File: src/rtl/noc_params.sv
// Shared NoC parameters: mesh geometry, port count and the output-port encoding.
// Also carries the round-robin index helper used by the route-computation scheduler.
package noc_params;

    localparam int MESH_SIZE_X      = 5;
    localparam int MESH_SIZE_Y      = 5;
    localparam int PORT_NUM         = 5;
    localparam int DEST_ADDR_SIZE_X = $clog2(MESH_SIZE_X);
    localparam int DEST_ADDR_SIZE_Y = $clog2(MESH_SIZE_Y);
    localparam int PORT_ID_W        = $clog2(PORT_NUM);

    typedef enum logic [2:0] {
        LOCAL = 3'd0,
        NORTH = 3'd1,
        SOUTH = 3'd2,
        WEST  = 3'd3,
        EAST  = 3'd4
    } port_type;

    // (ptr + offset) mod PORT_NUM, with offset limited to [0, PORT_NUM).
    function automatic logic [PORT_ID_W-1:0] rr_index(input logic [PORT_ID_W-1:0] ptr,
                                                     input int offset);
        int sum;
        sum = int'(ptr) + offset;
        if (sum >= PORT_NUM) begin
            sum = sum - PORT_NUM;
        end
        return PORT_ID_W'(sum);
    endfunction

endpackage

File: src/rtl/rc_unit.sv
// Combinational XY route computation: resolve X first, then Y, else deliver locally.
// Smaller y is treated as NORTH; no bounds checking is done on the destination.
module rc_unit
    import noc_params::*;
#(
    parameter int X_CURRENT = 2,
    parameter int Y_CURRENT = 2
) (
    input  logic [DEST_ADDR_SIZE_X-1:0] x_dest_i,
    input  logic [DEST_ADDR_SIZE_Y-1:0] y_dest_i,
    output port_type                    out_port_o
);

    always_comb begin
        out_port_o = LOCAL;
        if (int'(x_dest_i) < X_CURRENT) begin
            out_port_o = WEST;
        end else if (int'(x_dest_i) > X_CURRENT) begin
            out_port_o = EAST;
        end else if (int'(y_dest_i) < Y_CURRENT) begin
            out_port_o = NORTH;
        end else if (int'(y_dest_i) > Y_CURRENT) begin
            out_port_o = SOUTH;
        end
    end

endmodule

File: src/rtl/rc_scheduler.sv
// Shares one rc_unit among PORT_NUM requesters with round-robin arbitration (IDLE/COMPUTE).
// Optional per-port completion counters are built when RC_SCHED_STATS_EN is defined.
module rc_scheduler
    import noc_params::*;
#(
    parameter int X_CURRENT = 2,
    parameter int Y_CURRENT = 2
) (
    input  logic                        clk,
    input  logic                        rst,
    input  logic [PORT_NUM-1:0]         req_i,
    input  logic [DEST_ADDR_SIZE_X-1:0] x_dest_i [PORT_NUM],
    input  logic [DEST_ADDR_SIZE_Y-1:0] y_dest_i [PORT_NUM],
    output logic [PORT_NUM-1:0]         valid_o,
    output port_type                    out_port_o [PORT_NUM],
    output logic                        busy_o
`ifdef RC_SCHED_STATS_EN
    ,
    output logic [15:0]                 grant_cnt_o [PORT_NUM]
`endif
);

    typedef enum logic {
        IDLE    = 1'b0,
        COMPUTE = 1'b1
    } state_t;

    state_t                      r_state;
    state_t                      w_state_next;
    logic [PORT_ID_W-1:0]        r_rr_ptr;
    logic [PORT_ID_W-1:0]        r_id;
    logic [DEST_ADDR_SIZE_X-1:0] r_x_dest;
    logic [DEST_ADDR_SIZE_Y-1:0] r_y_dest;
    logic [PORT_NUM-1:0]         w_eligible;
    logic                        w_win_found;
    logic [PORT_ID_W-1:0]        w_win_id;
    logic                        w_grant;
    logic                        w_complete;
    port_type                    w_route;

    // A port that already holds a result is not re-served until the requester drops req_i.
    assign w_eligible = req_i & ~valid_o;
    assign w_grant    = (r_state == IDLE) && w_win_found;
    assign w_complete = (r_state == COMPUTE);
    assign busy_o     = (r_state == COMPUTE);

    always_comb begin
        w_win_found = 1'b0;
        w_win_id    = '0;
        for (int i = 0; i < PORT_NUM; i++) begin
            if (!w_win_found && w_eligible[rr_index(r_rr_ptr, i)]) begin
                w_win_found = 1'b1;
                w_win_id    = rr_index(r_rr_ptr, i);
            end
        end
    end

    always_ff @(posedge clk or negedge rst) begin
        if (!rst) begin
            r_state <= IDLE;
        end else begin
            r_state <= w_state_next;
        end
    end

    always_comb begin
        w_state_next = r_state;
        case (r_state)
            IDLE:    if (w_win_found) w_state_next = COMPUTE;
            COMPUTE: w_state_next = IDLE;
            default: w_state_next = IDLE;
        endcase
    end

    always_ff @(posedge clk or negedge rst) begin
        if (!rst) begin
            r_rr_ptr <= '0;
            r_id     <= '0;
            r_x_dest <= '0;
            r_y_dest <= '0;
        end else begin
            if (w_grant) begin
                r_id     <= w_win_id;
                r_x_dest <= x_dest_i[w_win_id];
                r_y_dest <= y_dest_i[w_win_id];
            end
            if (w_complete) begin
                r_rr_ptr <= rr_index(r_id, 1);
            end
        end
    end

    rc_unit #(
        .X_CURRENT (X_CURRENT),
        .Y_CURRENT (Y_CURRENT)
    ) u_rc_unit (
        .x_dest_i   (r_x_dest),
        .y_dest_i   (r_y_dest),
        .out_port_o (w_route)
    );

    generate
        for (genvar gi = 0; gi < PORT_NUM; gi++) begin : g_port
            logic     w_write;
            logic     r_valid;
            port_type r_out_port;

            assign w_write = w_complete && (r_id == PORT_ID_W'(gi));

            // The completion write wins over a dropped req_i; the clear follows one edge later.
            always_ff @(posedge clk or negedge rst) begin
                if (!rst) begin
                    r_valid    <= 1'b0;
                    r_out_port <= LOCAL;
                end else if (w_write) begin
                    r_valid    <= 1'b1;
                    r_out_port <= w_route;
                end else if (!req_i[gi]) begin
                    r_valid    <= 1'b0;
                end
            end

            assign valid_o[gi]    = r_valid;
            assign out_port_o[gi] = r_out_port;

`ifdef RC_SCHED_STATS_EN
            logic [15:0] r_grant_cnt;

            always_ff @(posedge clk or negedge rst) begin
                if (!rst) begin
                    r_grant_cnt <= '0;
                end else if (w_write && (r_grant_cnt != 16'hFFFF)) begin
                    r_grant_cnt <= r_grant_cnt + 16'd1;
                end
            end

            assign grant_cnt_o[gi] = r_grant_cnt;
`endif
        end
    endgenerate

endmodule

File: config.mk
export PLATFORM = sky130hd
export DESIGN_NAME = rc_scheduler
export DESIGN_NICKNAME = d
export VERILOG_FILES = /design/src/rtl/noc_params.sv /design/src/rtl/rc_unit.sv /design/src/rtl/rc_scheduler.sv
export SDC_FILE = /design/constraint.sdc
export NUM_CORES = 1
export LEC_CHECK = 0
export CORE_ASPECT_RATIO = 0.8
export CORE_MARGIN = 2
export CORE_UTILIZATION = 52
export DETAILED_ROUTE_END_ITERATION = 6
export GPL_TIMING_DRIVEN = 0
export PLACE_DENSITY = 0.79
export SLEW_MARGIN = 0
export SYNTH_ARGS = -nofsm -noshare
export SYNTH_HDL_FRONTEND = slang
export SYNTH_HIERARCHICAL = 1
export SYNTH_SLANG_ARGS = --single-unit
File: constraint.sdc
create_clock -name clk -period 4.5 [get_ports clk]
set_input_delay 1.125 -clock clk [delete_from_list [all_inputs] [get_ports clk]]
set_output_delay 1.125 -clock clk [all_outputs]
set_load 0.02 [all_outputs]
==> results.cfg, run 1 <==
[detailed_routing]
routed_wirelength_um = 6950
drcViolationCount = 0
route.top_layer_used = met4
route.antenna.remaining_nets = 0
route.vias.total = 2478
firstDrtPassIters = 4
detailroute.wirelength.met2_um = 3040
post_detailed_route_via_to_cell_ratio = 5.97
wl_met1_um = 3400
met3WireLength_um = 416
first_iter_violations = 194
wl_per_cell_um = 16.7

[run_status]
status = finished clean

[clock_network]
htree_num_levels = 2
cts_setup_buffers = 0
postCtsResizedCells = 0
clock_latency_ps = 280
postCtsHoldBufs = 0
clock_path_buffers = 2
clkTransAtPathRegs_ps = 60
tritoncts_clock_tree = built
cts_inserted_buffers = 5
cts.sinks = 33
ctsRootBufferMaster = sky130_fd_sc_hd__clkbuf_8

[critical_path]
crit_buf_inv = 3
criticalPathCategory = flop to flop
required_ps = 4670
ff2ff_setup_slack_ps = 500
r2r-end = r_y_dest[1]
crit_path_frequent_cell = sky130_fd_sc_hd__ha_1
crit_path_end_kind = flop
timing.rr.start = r_rr_ptr[1]
reg2regPathDepth = 14
cpMaxStageDelayCell = sky130_fd_sc_hd__dfrtp_1
crit_cells = 14
cp_data_arrival_time_ps = 4170
largest_fanout_of_any_net_on_the_critical_path = 10
cell_chain_critical_path = buf_2 -> inv_1 -> ha_1 -> ha_1 -> o22a_1 -> a211o_1 -> o311ai_2 -> nor4b_4 -> nand2_2 -> o22ai_4 -> buf_12 -> mux2_4 -> o221ai_1 -> o21ai_1
cp_slowest_stage_delay_ps = 490
critPathLaunchType = flop
kind_of_cell_with_the_highest_combined_delay_on_the_critical_path = compound AO/OA/AOI/OAI gates

[synth]
synth_adder_area_share = 0.0698
combinational_family_with_the_most_area_after_synthesis = compound AO/OA/AOI/OAI gates
compound_gate_fraction_of_synth_area = 0.208
netlist_instances = 289
post-synth-top-area-cell = sky130_fd_sc_hd__dfrtp_1
count_of_flip_flops_with_a_built_in_enable_after_synthesis = 0
syn-mean-instance-area_sq_um = 9.68
yosysWarningCount = 6
synth-seq-cells = 33
syn-num-nets = 341
syn-cell-area_sq_um = 2800
synthDistinctLibCells = 72
netlist.area_leader.share = 0.295
synth.area.top_cells = sky130_fd_sc_hd__dfrtp_1 30%, sky130_fd_sc_hd__mux2_2 8.1%, sky130_fd_sc_hd__ha_1 6.3%
synth_async_sr_flop_share = 1.00
synth.top_cells.by_count = 33 x sky130_fd_sc_hd__dfrtp_1, 31 x sky130_fd_sc_hd__nand2_1, 20 x sky130_fd_sc_hd__mux2_2
synth-xor-area-share = 0.0246
synth.most_common_cell = sky130_fd_sc_hd__dfrtp_1
synth_top_flop_cell = sky130_fd_sc_hd__dfrtp_1
post_synth_mux_area_share = 0.144
yosys.area_share.simple = 0.198
synth-seq-area-share = 0.295

[min_path]
min_delay_path_depth = 2
endpoint_of_the_worst_hold_path = g_port[4].r_valid
min_path_type = flop to flop
holdCritStartpoint = g_port[4].r_valid

[global_routing]
grtUsageTotal = 0.247
first_global_vias = 2406
antenna_violations_before_repair = 0
overflow = 0
wire_length_of_the_first_global_routing_pass_um = 11700
grt_start_max_net_pins = 34

[floorplanning]
floorplan.initialDensity = 0.549
die-width_um = 86.0
die-area_sq_um = 5990
core_sq_um = 5090
die_height_um = 69.6
standard_cell_row_count = 23
io_pins = 58

[sta]
skew_ps = 4.73
fin_crit_ps = 4000
worst_slew_pin_slew_ps = 730
fin_tns_setup_ps = 0
setup_repair_after_global_routing_missed_its_margin = false
finalSetupViolations = 0
slew_headroom = 0.513
fmax_mhz = 250
final_hold_vio_count = 0
max_slew_violation_total_from_the_final_report = 0
final_critical_path_share_of_the_clock_period = 0.888

[layout]
area_growth_pct = 26.1
ratio_of_cells_with_drive_above_1_in_the_final_layout = 0.184
multi_input_area_sq_um = 1800
finish.cell_count_without_fillers = 415
finish.net_count = 405
diodes = 0
regArea_sq_um = 826
final_area_sq_um = 3530
fill_cells = 397

[placement]
place_area_sq_um = 3440
gp_congestion = 0.874
dp_hpwl_um = 5340
placedCellCount = 408
io_buffers = 57

[job]
drv_cap = 0
[state kept, by name (all words and copies together), names as in the netlist]
register           count
r_y_dest               3
r_rr_ptr               3
r_x_dest               3
busy_o                 1
g_port.r_valid         5
g_port.r_out_port     15
r_id                   3
[tightest hold or removal path: cells and delay by family, from the launching register on]
| family | cells | cell delay, ps |
|---|---|---|
| flip-flops | 1 | 360 |
| AND/OR/NAND/NOR | 2 | 120 |
[cells in the final DEF, fill, tap and decap left out, types with 3 or more instances in the layout]
master	count
sky130_fd_sc_hd__clkbuf_1	4
sky130_fd_sc_hd__clkdlybuf4s50_1	56
sky130_fd_sc_hd__nor3b_1	5
sky130_fd_sc_hd__a211o_1	3
sky130_fd_sc_hd__nand3_1	7
sky130_fd_sc_hd__o221ai_1	6
sky130_fd_sc_hd__dfrtp_1	33
sky130_fd_sc_hd__clkbuf_8	6
sky130_fd_sc_hd__a31o_2	3
sky130_fd_sc_hd__a2bb2oi_1	4
sky130_fd_sc_hd__a21o_1	3
sky130_fd_sc_hd__buf_4	8
sky130_fd_sc_hd__mux2i_1	14
sky130_fd_sc_hd__a21oi_1	4
sky130_fd_sc_hd__o21ai_1	9
sky130_fd_sc_hd__buf_2	3
sky130_fd_sc_hd__nor2b_1	9
sky130_fd_sc_hd__nand2b_1	7
sky130_fd_sc_hd__nand2_1	31
sky130_fd_sc_hd__xnor2_1	5
sky130_fd_sc_hd__o21ai_0	14
sky130_fd_sc_hd__nor3_1	4
sky130_fd_sc_hd__ha_1	14
sky130_fd_sc_hd__nor2_1	7
sky130_fd_sc_hd__o31a_1	3
sky130_fd_sc_hd__and3_1	5
sky130_fd_sc_hd__inv_1	10
sky130_fd_sc_hd__mux2_2	20
[metrics by stage]
step	hold slack [ps]	utilization	setup slack [ps]
floorplan	456	-	969
global route	528	0.692	257
finish	511	0.692	505
CTS	514	0.692	557
global placement	484	0.676	285
detailed placement	489	0.676	295
[logic make-up after synthesis]
logic type,count (synthesis)
AND/OR/NAND/NOR,95
AO/OA/AOI/OAI,75
multiplexers,36
flip-flops,33
buffers and inverters,28
adder cells (fa/ha/maj),15
XOR/XNOR,7
[how the worst max path moves through the flow]
stage / from / endpoint / slack [ps]
finish: r_rr_ptr[1] / r_y_dest[1] / 500
floorplan: r_rr_ptr[0] / r_y_dest[1] / 970
detailed placement: req_i[2] / r_y_dest[1] / 300
global placement: req_i[2] / r_y_dest[1] / 290
CTS: r_rr_ptr[0] / r_y_dest[1] / 560
global route: r_rr_ptr[0] / r_y_dest[1] / 260
[layer usage]
layer | global-route usage | vias to the layer above
met5 | 0 | -
met4 | 0.0794 | 0
met3 | 0.0452 | 9
met2 | 0.371 | 99
met1 | 0.358 | 1177
li1 | - | 1193
[layout make-up]
class                      count  share of cell area
buffer                        16              0.0351
inverter                      12              0.0128
timing repair buffer          57               0.160
clock buffer                   7              0.0245
sequential                    33               0.234
tap                           62              0.0220
multi-input combinational    228               0.511
Power of run 1 is not shown: default switching activity piles up to over one toggle a cycle in this logic, so the estimate is an artifact.
==> inputs of run 2 (changes only) <==
--- a/config.mk
+++ b/config.mk
@@ -11,5 +11,6 @@
 export DETAILED_ROUTE_END_ITERATION = 6
 export GPL_TIMING_DRIVEN = 0
-export PLACE_DENSITY = 0.79
+export PLACE_DENSITY_LB_ADDON = 0.2
+export SETUP_SLACK_MARGIN = 0.4
 export SLEW_MARGIN = 0
 export SYNTH_ARGS = -nofsm -noshare
==> constraint.sdc (replaced) <==
create_clock -name clk -period 4.5 [get_ports clk]
set_input_delay 1.125 -clock clk [delete_from_list [all_inputs] [get_ports clk]]
set_output_delay 1.125 -clock clk [all_outputs]
set_load 0.1 [all_outputs]
==> results.cfg, run 2 (synthesis gave the netlist of run 1 again) <==
[run_status]
status = finished clean

[layout]
diodes = 0
most_frequent_standard_cell_in_the_layout_excluding_fill_and_tap_cells = sky130_fd_sc_hd__clkdlybuf4s50_1
layout.cells.most_common_list = 56 x sky130_fd_sc_hd__clkdlybuf4s50_1, 32 x sky130_fd_sc_hd__dfrtp_1, 31 x sky130_fd_sc_hd__nand2_1, 20 x sky130_fd_sc_hd__mux2_2
largest-register = g_port.r_out_port
largest_reg_flops = 15
finish.net_count = 406
ratio_of_cells_with_drive_above_1_in_the_final_layout = 0.200
area_growth_pct = 27.5
largest_registers = g_port.r_out_port: 15 flops, g_port.r_valid: 5 flops

[clock_network]
tritoncts_clock_tree = built
clock_path_buffers = 2
ctsRootBufferMaster = sky130_fd_sc_hd__clkbuf_8
clkTransAtPathRegs_ps = 60
cts_inserted_buffers = 5
clock_latency_ps = 290
postCtsHoldBufs = 0
htree_num_levels = 2
cts.sinks = 33

[floorplanning]
io_pins = 58
standard_cell_row_count = 23
core_sq_um = 5090
die_height_um = 69.6
die-width_um = 86.0
floorplan.initialDensity = 0.549
die-area_sq_um = 5990

[critical_path]
crit_path_end_kind = flop
required_ps = 4680
cp_data_arrival_time_ps = 4020
critPathLaunchType = primary input
largest_fanout_of_any_net_on_the_critical_path = 10
criticalPathCategory = primary input to flop

[sta]
finalSetupViolations = 0
skew_ps = 4.63
final_critical_path_share_of_the_clock_period = 0.853
fmax_mhz = 261
fin_tns_setup_ps = 0
worst_slew_pin_slew_ps = 978
max_slew_violation_total_from_the_final_report = 0
setup_repair_after_global_routing_missed_its_margin = false
fin_crit_ps = 3840
final_hold_vio_count = 0
slew_headroom = 0.346

[global_routing]
wire_length_of_the_first_global_routing_pass_um = 11300
grtUsageTotal = 0.237
antenna_violations_before_repair = 0
first_global_vias = 2359
grt_start_max_net_pins = 34
overflow = 0

[job]
drv_cap = 0

[detailed_routing]
first_iter_violations = 235
route.vias.total = 2431
wl_per_cell_um = 16.3
post_detailed_route_via_to_cell_ratio = 5.83
drcViolationCount = 0
routed_wirelength_um = 6780
firstDrtPassIters = 5
route.antenna.remaining_nets = 0

[placement]
io_buffers = 57
gp_congestion = 0.879
dp_hpwl_um = 5240

[min_path]
min_path_type = flop to flop
## run 2: changes by cell type in the layout (fill, tap and decap cells not counted), sizes merged
cell / delta
clkinv: +1
buf: +1
## run 2: critical path, stage by stage
cell	delay, ps
sky130_fd_sc_hd__clkdlybuf4s50_1	510
sky130_fd_sc_hd__nor3b_1	190
sky130_fd_sc_hd__o21ai_0	190
sky130_fd_sc_hd__a211o_1	260
sky130_fd_sc_hd__o311ai_2	230
sky130_fd_sc_hd__nor4b_4	390
sky130_fd_sc_hd__nand2_2	130
sky130_fd_sc_hd__o22ai_4	270
sky130_fd_sc_hd__buf_12	180
sky130_fd_sc_hd__mux2_4	290
sky130_fd_sc_hd__o221ai_1	160
sky130_fd_sc_hd__o21ai_1	70
## run 2: worst paths after layout
| path | from | end | slack (ps) | depth (start not counted) |
|---|---|---|---|---|
| worst max-delay path | req_i[2] | r_y_dest[1] | 660 | 12 |
| worst min-delay path | r_y_dest[0] | r_y_dest[0] | 500 | 2 |
| worst max register to register | r_rr_ptr[0] | r_y_dest[1] | 680 | 16 |
| worst min register to register | r_y_dest[0] | r_y_dest[0] | 500 | 2 |
| max in group asynchronous | rst | r_rr_ptr[1] | 3120 | 1 |
| min in group asynchronous | rst | g_port[4].r_out_port[2] | 880 | 1 |
## run 2: routing by layer
| layer | up-vias | GRT usage | routed length, um | part of all wire |
|---|---|---|---|---|
| li1 | 1187 | - | - | - |
| met1 | 1139 | 0.345 | 3260 | 0.48 |
| met2 | 98 | 0.358 | 3000 | 0.44 |
| met3 | 7 | 0.0536 | 463 | 0.068 |
| met4 | 0 | 0.0529 | 55 | 0.0081 |
| met5 | - | 0 | 0 | 0 |
## run 2: metrics by stage
stage	setup WS [ps]	hold WS, ps	instance area (sq um)	utilization	std cells
after floorplan	969	456	2800	-	289
after global placement	373	476	3450	0.676	408
after detailed placement	369	482	3440	0.676	408
after CTS	521	497	3540	0.695	416
after global routing	397	526	3570	0.700	417
final	663	497	3570	0.700	417
## run 2: area by class of cell
class / instances / area (sq um)
Multi-Input combinational cell: 228 / 1820
Tap cell: 62 / 77.6
Buffer: 16 / 124
Fill cell: 410 / 1530
Timing Repair Buffer: 58 / 573
Sequential cell: 33 / 827
Clock inverter: 1 / 5.00
Clock buffer: 7 / 96.3
Inverter: 12 / 45.0
## run 2: timing repair
action | CTS | global route
setup buffers | 0 | 1
gates resized for setup | 0 | 4
endpoints found under the setup margin | 0 | 6
Power of run 2 is left out for the same reason.
==> inputs of run 3 (changes only) <==
- CORE_UTILIZATION: 52 -> 40
- SETUP_SLACK_MARGIN: 0.4 -> 0.1
==> results.cfg, run 3 (synthesis gave the netlist of run 1 again) <==
[min_path]
min_delay_path_depth = 2
endpoint_of_the_worst_hold_path = g_port[4].r_valid
holdCritStartpoint = g_port[4].r_valid
min_path_type = flop to flop

[floorplanning]
die-area_sq_um = 7680
core_sq_um = 6820
floorplan.initialDensity = 0.410
die-width_um = 97.5
standard_cell_row_count = 27
die_height_um = 78.8
io_pins = 58

[global_routing]
first_global_vias = 2414
grt_start_max_net_pins = 34
antenna_violations_before_repair = 0
wire_length_of_the_first_global_routing_pass_um = 11800
grtUsageTotal = 0.188
overflow = 0

[clock_network]
tritoncts_clock_tree = built
clock_latency_ps = 280
clock_path_buffers = 2
postCtsResizedCells = 0
htree_num_levels = 2
cts_setup_buffers = 0
postCtsHoldBufs = 0
ctsRootBufferMaster = sky130_fd_sc_hd__clkbuf_8
cts_inserted_buffers = 5
cts.sinks = 33
clkTransAtPathRegs_ps = 70

[detailed_routing]
drcViolationCount = 0
wl_met1_um = 3300
detailroute.wirelength.met2_um = 3210
first_iter_violations = 135
post_detailed_route_via_to_cell_ratio = 5.47
met3WireLength_um = 338
routed_wirelength_um = 6920
wl_per_cell_um = 15.7
route.antenna.remaining_nets = 0
firstDrtPassIters = 4
route.top_layer_used = met4
route.vias.total = 2412

[layout]
layout.cells.most_common_list = 56 x sky130_fd_sc_hd__clkdlybuf4s50_1, 33 x sky130_fd_sc_hd__dfrtp_1, 31 x sky130_fd_sc_hd__nand2_1, 20 x sky130_fd_sc_hd__mux2_2
most_frequent_standard_cell_in_the_layout_excluding_fill_and_tap_cells = sky130_fd_sc_hd__clkdlybuf4s50_1
largest_registers = g_port.r_out_port: 15 flops, g_port.r_valid: 5 flops
post-route-util = 0.521
final_area_sq_um = 3550
finish.net_count = 405
ratio_of_cells_with_drive_above_1_in_the_final_layout = 0.181
fill_cells = 637
area_growth_pct = 27.0
largest_reg_flops = 15
diodes = 0
largest-register = g_port.r_out_port

[job]
drv_cap = 0

[critical_path]
required_ps = 4660
criticalPathCategory = flop to flop
r2r-end = r_y_dest[1]
critPathLaunchType = flop
ff2ff_setup_slack_ps = 490
crit_path_end_kind = flop
cp_data_arrival_time_ps = 4180
timing.rr.start = r_rr_ptr[0]
largest_fanout_of_any_net_on_the_critical_path = 10
reg2regPathDepth = 16

[sta]
final_hold_vio_count = 0
max_slew_violation_total_from_the_final_report = 0
worst_slew_pin_slew_ps = 1000
fin_crit_ps = 4010
fin_tns_setup_ps = 0
finalSetupViolations = 0
skew_ps = 4.61
fin_hold_ws_ps = 507
slew_headroom = 0.330
final_critical_path_share_of_the_clock_period = 0.892
fmax_mhz = 249
setup_repair_after_global_routing_missed_its_margin = false

[placement]
gp_congestion = 0.838
io_buffers = 57
dp_hpwl_um = 5390
place_area_sq_um = 3470

[run_status]
status = finished clean
[run 3: cell types whose count changed in the layout (fill, tap and decap cells not counted), sizes merged]
cell,before,now
clkbuf,10,11
clkinv,2,1
buf,15,14
[run 3: worst max-delay path by stage]
stage | end | from
2_1_floorplan | r_y_dest[1] | r_rr_ptr[0]
3_3_place_gp | r_y_dest[1] | req_i[2]
3_5_place_dp | r_y_dest[1] | req_i[2]
4_1_cts | r_y_dest[1] | r_rr_ptr[0]
5_1_grt | r_y_dest[1] | r_rr_ptr[1]
6_report | r_y_dest[1] | r_rr_ptr[0]
[run 3: layer usage]
| layer | up-vias | global-route usage |
|---|---|---|
| met2 | 58 | 0.293 |
| met3 | 6 | 0.0317 |
| met5 | - | 0 |
| met4 | 0 | 0.0597 |
| li1 | 1188 | - |
| met1 | 1160 | 0.267 |
[run 3: stage by stage]
stage | worst slack [ps] | cells
global placement | 342 | 433
global route | 198 | 441
CTS | 502 | 441
floorplan | 969 | 289
detailed placement | 284 | 433
finish | 486 | 441
[run 3: cell type report]
type | instances | area, sq um | area share
plain buffers | 16 | 124 | 0.0349
flip-flops and latches | 33 | 826 | 0.232
repair buffers | 57 | 566 | 0.159
multi-input cells | 228 | 1800 | 0.508
clock buffers | 8 | 80.1 | 0.0225
well taps | 87 | 109 | 0.0306
inverters | 12 | 45.0 | 0.0127
[run 3: worst max-delay path, stage by stage (launching register included)]
cell                        delay [ps]
sky130_fd_sc_hd__dfrtp_1           420
sky130_fd_sc_hd__buf_4             190
sky130_fd_sc_hd__inv_2             180
sky130_fd_sc_hd__ha_1              180
sky130_fd_sc_hd__inv_1              50
sky130_fd_sc_hd__fa_1              490
sky130_fd_sc_hd__nand2b_1          210
sky130_fd_sc_hd__o221ai_1          190
sky130_fd_sc_hd__o2bb2ai_1         160
sky130_fd_sc_hd__nand3_1           190
sky130_fd_sc_hd__nor4b_4           480
sky130_fd_sc_hd__nand2_2           130
sky130_fd_sc_hd__o22ai_4           280
sky130_fd_sc_hd__buf_12            180
sky130_fd_sc_hd__mux2_4            300
sky130_fd_sc_hd__o221ai_1          180
sky130_fd_sc_hd__o21ai_1            90
Power of run 3 is left out for the same reason.
